File: src/rtl/sdr_16_rd_capture_pkg.sv
// Shared SDR SDRAM definitions: command and burst encodings,
// CAS latency limits and the read-capture FSM state type.
package sdr_pkg;

  typedef enum logic [2:0] {
    CMD_LMR = 3'b000,
    CMD_RFR = 3'b001,
    CMD_PCH = 3'b010,
    CMD_ACT = 3'b011,
    CMD_WR  = 3'b100,
    CMD_RD  = 3'b101,
    CMD_NOP = 3'b111
  } sdr_cmd_e;

  typedef enum logic [1:0] {
    BTE_LINEAR = 2'd0,
    BTE_BEAT4  = 2'd1,
    BTE_BEAT8  = 2'd2,
    BTE_BEAT16 = 2'd3
  } sdr_bte_e;

  localparam int SDR_CL_2 = 2;
  localparam int SDR_CL_3 = 3;

  typedef enum logic {
    CAP_IDLE = 1'b0,
    CAP_LO   = 1'b1
  } cap_state_e;

endpackage

File: src/rtl/sdr_16_rd_capture_if.sv
// Read-return bundle between the SDRAM command side and capture.
// rd_ovf/ovf_cnt exist only when SDR_RD_OVF_DET_EN is defined.
interface sdr_16_rd_capture_if #(
  parameter int DW = 16
);

  logic            cmd_read;
  logic [DW-1:0]   dq_i;
  logic            fifo_full;
  logic [2*DW-1:0] rd_data;
  logic            rd_we;
  logic            rd_busy;
  logic            proto_err;
`ifdef SDR_RD_OVF_DET_EN
  logic            rd_ovf;
  logic [7:0]      ovf_cnt;
`endif

  modport master (
    output cmd_read,
    output dq_i,
    output fifo_full,
`ifdef SDR_RD_OVF_DET_EN
    input  rd_ovf,
    input  ovf_cnt,
`endif
    input  rd_data,
    input  rd_we,
    input  rd_busy,
    input  proto_err
  );

  modport slave (
    input  cmd_read,
    input  dq_i,
    input  fifo_full,
`ifdef SDR_RD_OVF_DET_EN
    output rd_ovf,
    output ovf_cnt,
`endif
    output rd_data,
    output rd_we,
    output rd_busy,
    output proto_err
  );

endinterface

File: src/rtl/sdr_16_rd_capture_dly.sv
// Single-bit delay line of depth D; the whole pipe is exposed
// so the parent can tell when nothing is in flight.
module sdr_rd_dly #(
  parameter int D = 3
) (
  input  logic         clk,
  input  logic         rst_n,
  input  logic         d,
  output logic [D-1:0] pipe
);

  // Shift in every cycle, never stalls; bit D-1 is the tap.
  always_ff @(posedge clk or negedge rst_n) begin
    if (!rst_n) pipe <= '0;
    else        pipe <= D'({pipe, d});
  end

endmodule

File: src/rtl/sdr_16_rd_capture.sv
// SDR SDRAM read return: delays cmd_read by CL+IN_REG, captures
// two DQ halves and writes one 32-bit word. Option: SDR_RD_OVF_DET_EN.
module sdr_16_rd_capture
  import sdr_pkg::*;
#(
  parameter int CL     = 2,
  parameter int IN_REG = 1,
  parameter int DW     = 16
) (
  input logic               sdram_clk,
  input logic               sdram_rst_n,
  sdr_16_rd_capture_if.slave bus
);

  localparam int D = CL + IN_REG;

  logic [D-1:0]    pipe;
  logic            tap;
  logic [DW-1:0]   dq_s;
  logic [DW-1:0]   hi_reg;
  cap_state_e      state;
  logic [2*DW-1:0] data_q;
  logic            we_q;
  logic            perr_q;

  sdr_rd_dly #(.D(D)) u_dly (
    .clk   (sdram_clk),
    .rst_n (sdram_rst_n),
    .d     (bus.cmd_read),
    .pipe  (pipe)
  );

  assign tap = pipe[D-1];

  if (IN_REG != 0) begin : g_in_reg
    logic [DW-1:0] dq_q;
    // Pad register on DQ, sampled every cycle.
    always_ff @(posedge sdram_clk or negedge sdram_rst_n) begin
      if (!sdram_rst_n) dq_q <= '0;
      else              dq_q <= bus.dq_i;
    end
    assign dq_s = dq_q;
  end else begin : g_no_reg
    assign dq_s = bus.dq_i;
  end

  // Capture FSM: high half on tap, low half next cycle.
  always_ff @(posedge sdram_clk or negedge sdram_rst_n) begin
    if (!sdram_rst_n) begin
      state  <= CAP_IDLE;
      hi_reg <= '0;
      data_q <= '0;
      we_q   <= 1'b0;
      perr_q <= 1'b0;
    end else begin
      we_q <= 1'b0;
      unique case (state)
        CAP_IDLE: begin
          if (tap) begin
            hi_reg <= dq_s;
            state  <= CAP_LO;
          end
        end
        CAP_LO: begin
          data_q <= {hi_reg, dq_s};
          we_q   <= 1'b1;
          if (tap) perr_q <= 1'b1;
          state  <= CAP_IDLE;
        end
        default: state <= CAP_IDLE;
      endcase
    end
  end

  assign bus.rd_data   = data_q;
  assign bus.rd_we     = we_q;
  assign bus.proto_err = perr_q;
  assign bus.rd_busy   = (|pipe) | (state == CAP_LO) | we_q;

`ifdef SDR_RD_OVF_DET_EN
  logic       ovf_q;
  logic [7:0] cnt_q;

  // Writes into a full FIFO: sticky flag plus saturating count.
  always_ff @(posedge sdram_clk or negedge sdram_rst_n) begin
    if (!sdram_rst_n) begin
      ovf_q <= 1'b0;
      cnt_q <= '0;
    end else if (we_q && bus.fifo_full) begin
      ovf_q <= 1'b1;
      if (cnt_q != 8'hFF) cnt_q <= cnt_q + 8'd1;
    end
  end

  assign bus.rd_ovf  = ovf_q;
  assign bus.ovf_cnt = cnt_q;
`else
  logic unused_fifo_full;
  assign unused_fifo_full = bus.fifo_full;
`endif

endmodule

File: src/flat_wrapper.sv
// flat-port wrapper written by rule: the top's interface ports become plain ports
module sdr_16_rd_capture_flat import sdr_pkg::*;
#(
  parameter int CL     = 2,
  parameter int IN_REG = 1,
  parameter int DW     = 16
)
  (sdram_clk, sdram_rst_n, bus_cmd_read, bus_dq_i, bus_fifo_full, bus_rd_data, bus_rd_we, bus_rd_busy, bus_proto_err);
  sdr_16_rd_capture_if #(.DW(DW)) bus_i ();
  input logic sdram_clk;
  input logic sdram_rst_n;
  input wire logic [$bits(bus_i.cmd_read)-1:0] bus_cmd_read;
  input wire logic [$bits(bus_i.dq_i)-1:0] bus_dq_i;
  input wire logic [$bits(bus_i.fifo_full)-1:0] bus_fifo_full;
  output wire logic [$bits(bus_i.rd_data)-1:0] bus_rd_data;
  output wire logic [$bits(bus_i.rd_we)-1:0] bus_rd_we;
  output wire logic [$bits(bus_i.rd_busy)-1:0] bus_rd_busy;
  output wire logic [$bits(bus_i.proto_err)-1:0] bus_proto_err;
  assign bus_i.cmd_read = bus_cmd_read;
  assign bus_i.dq_i = bus_dq_i;
  assign bus_i.fifo_full = bus_fifo_full;
  assign bus_rd_data = bus_i.rd_data;
  assign bus_rd_we = bus_i.rd_we;
  assign bus_rd_busy = bus_i.rd_busy;
  assign bus_proto_err = bus_i.proto_err;
  sdr_16_rd_capture #(.CL(CL), .IN_REG(IN_REG), .DW(DW)) u_core (.sdram_clk(sdram_clk), .sdram_rst_n(sdram_rst_n), .bus(bus_i));
endmodule
File: config.mk
export PLATFORM = sky130hd
export DESIGN_NAME = sdr_16_rd_capture_flat
export DESIGN_NICKNAME = d
export VERILOG_FILES = /design/src/rtl/sdr_16_rd_capture_pkg.sv /design/src/rtl/sdr_16_rd_capture_if.sv /design/src/rtl/sdr_16_rd_capture_dly.sv /design/src/rtl/sdr_16_rd_capture.sv /design/src/flat_wrapper.sv
export SDC_FILE = /design/constraint.sdc
export NUM_CORES = 1
export LEC_CHECK = 0
export CORE_ASPECT_RATIO = 1.25
export CORE_MARGIN = 2
export CORE_UTILIZATION = 52
export CTS_CLUSTER_SIZE = 10
export DETAILED_ROUTE_END_ITERATION = 8
export PLACE_DENSITY_LB_ADDON = 0.15
export REMOVE_ABC_BUFFERS = 1
export SYNTH_ARGS = -nofsm -noshare
export SYNTH_HDL_FRONTEND = slang
export SYNTH_SLANG_ARGS = --single-unit
File: constraint.sdc
create_clock -name sdram_clk -period 2.8 [get_ports sdram_clk]
set_input_delay 0.56 -clock sdram_clk [delete_from_list [all_inputs] [get_ports sdram_clk]]
set_output_delay 0.56 -clock sdram_clk [all_outputs]
set_load 0.05 [all_outputs]
==> impl_metrics.json <==
{
  "areaGrowthSynthToFinish_pct": 30.7,
  "final_cells": 252,
  "tritoncts": "yes",
  "rr_startpoint": "u_core.u_dly.pipe[2]$_DFF_PN0_",
  "hold_path_class": "input port to async pin",
  "clk_pin_slew_ps": 60,
  "detail-route-antenna-nets": 0,
  "cp.required_ps": 2240,
  "setup_viol": 0,
  "diodes": 0,
  "io_pins": 55,
  "postCtsHoldBufs": 0,
  "grt-ovfl-total": 0,
  "r2r-end": "u_core.hi_reg[3]$_DFFE_PN0P_",
  "core.rowCount": 27,
  "critPathKind": "register to output pin",
  "syn_inst": 129,
  "cp_max_fo": 2,
  "numCtsBuffers": 9,
  "final_hold_viol_count": 0,
  "drt_iter0_markers": 38,
  "slew_headroom": 0.488,
  "drv_cap": 0,
  "design_area_um2": 3150,
  "period_share": 0.736,
  "dp.final_hpwl_mm": 2.77,
  "syn_area_um2": 2410,
  "cts.sinks": 70,
  "nNetsFinal": 210,
  "p_per_area_nw_per_um2": 828,
  "cp_cell_sequence": "clkdlybuf4s50_1",
  "place_area_um2": 3000,
  "cp-start-kind": "register",
  "n_fill_cell": 303,
  "cts_max_path_buffers": 2,
  "rsz0062_at_grt": "false",
  "ys_seq_area_frac": 0.728,
  "tightest_slew_ps": 767,
  "clk_latency_ps": 320,
  "crit_family": "buffers and inverters",
  "cp_slowest_cell": "clkdlybuf4s50_1",
  "postCtsSetupBuffers": 0,
  "dp.cells": 237,
  "cts_root_buf": "clkbuf_8",
  "r2r_slack_ps": 1150,
  "die_y_um": 80.1,
  "avgSynthCellArea_um2": 18.7,
  "final.setup.tns_ps": 0,
  "endpoint_kind": "output pin",
  "ys_ff_latch": 70,
  "firstDrtPassIters": 3,
  "cts_resized": 0,
  "grt_pass1_vias": 1401,
  "irDropWorstVdd_mv": 0.572,
  "initial_core_util": 0.544,
  "largest_reg_flops": 32,
  "yosysWarningCount": 0,
  "fin_crit_ps": 2060,
  "wire_per_inst_um": 15.8,
  "drive_gt1_frac": 0.335,
  "max_freq_ghz": 0.485,
  "viasPerCell": 4.88,
  "io_buffers": 53,
  "num_vias": 1230,
  "grt_max_degree": 37,
  "core-area_um2": 4430,
  "maxSlewViolCount": 0,
  "worst_r2r_path_depth": 3,
  "skew_ps": 3.28,
  "p_leak_nw": 1.36,
  "wirelength_mm": 3.97,
  "htreeDepth": 3,
  "dieArea_um2": 5190,
  "cpPeakStageDelay_ps": 810,
  "route.detailed.drc": 0,
  "ys_types": 11,
  "die_w_um": 64.9,
  "arrival_ps": 1500,
  "grt_pass1_wl_mm": 6.68,
  "crit_buf_inv": 1,
  "antenna_found_initial": 0,
  "place.gp.congestion": 0.720,
  "status": "finished clean",
  "grtUsageTotal": 0.177
}
-- routing by layer --
| layer | vias to the layer above | track usage | share of wire |
|---|---|---|---|
| met2 | 35 | 0.293 | 0.53 |
| met1 | 626 | 0.211 | 0.41 |
| met3 | 6 | 0.0518 | 0.045 |
| li1 | 563 | - | - |
| met4 | 0 | 0.0894 | 0.016 |
| met5 | - | 0 | 0 |
-- worst max path at each step --
stage | start | end | slack, ps | cells after the start
6_report | u_core.bus.rd_data[18]$_DFFE_PN0P_ | bus_rd_data[18] | 740 | 1
5_1_grt | u_core.state$_DFF_PN0_ | bus_rd_busy | 670 | 4
4_1_cts | u_core.bus.rd_data[19]$_DFFE_PN0P_ | bus_rd_data[19] | 710 | 1
3_5_place_dp | u_core.bus.rd_data[19]$_DFFE_PN0P_ | bus_rd_data[19] | 1070 | 1
3_3_place_gp | u_core.bus.rd_data[19]$_DFFE_PN0P_ | bus_rd_data[19] | 1100 | 1
2_1_floorplan | u_core.state$_DFF_PN0_ | u_core.hi_reg[0]$_DFFE_PN0P_ | 750 | 2
-- cell usage in the layout (no fill, tap or decap), drive strengths merged --
| master | n |
|---|---|
| mux2 | 48 |
| nor3 | 1 |
| dfrtp | 70 |
| clkinv | 2 |
| nor2b | 1 |
| buf | 5 |
| clkbuf | 13 |
| nand2 | 1 |
| clkdlybuf4s50 | 51 |
| a21o | 1 |
| nor2 | 1 |
-- through the flow --
step	hold WS [ps]	setup slack [ps]	power [mW]	utilization
2_1_floorplan	264	752	1.71	-
3_3_place_gp	364	1100	1.97	0.677
3_5_place_dp	367	1070	2.00	0.677
4_1_cts	319	709	2.64	0.711
5_1_grt	356	667	2.73	0.711
6_report	307	738	2.61	0.711
-- Yosys cell counts (all sizes together) --
cell type	n	area, um^2
dfrtp	70	1750
mux2	48	574
nor3	1	5.00
nand2	1	3.75
nor2	1	3.75
a21o	1	7.51
nor2b	1	8.76
buf	6	52.5
-- power breakdown --
group | internal [mW] | total (mW) | switching (mW)
Combinational | 0.295 | 0.744 | 0.449
Clock | 0.315 | 0.633 | 0.318
Sequential | 1.15 | 1.23 | 0.0752
-- cell type report --
class | instances | area [um^2] | share of cell area
clock buffer | 13 | 139 | 0.0441
clock inverter | 2 | 10.0 | 0.00318
multi-input combinational | 53 | 603 | 0.192
sequential | 70 | 1750 | 0.557
tap | 58 | 72.6 | 0.0231
timing repair buffer | 56 | 571 | 0.181
-- cell families (layout without fill, tap and decap cells) --
logic type | count (synthesis) | after routing | share of synthesized area
DFF | 70 | 70 | 0.728
and+or+nand+nor | 4 | 4 | 0.00883
buffers and inverters | 6 | 71 | 0.0218
AOI/OAI and AO/OA | 1 | 1 | 0.00312
muxes | 48 | 48 | 0.239
(Power assumes the default switching activity.)
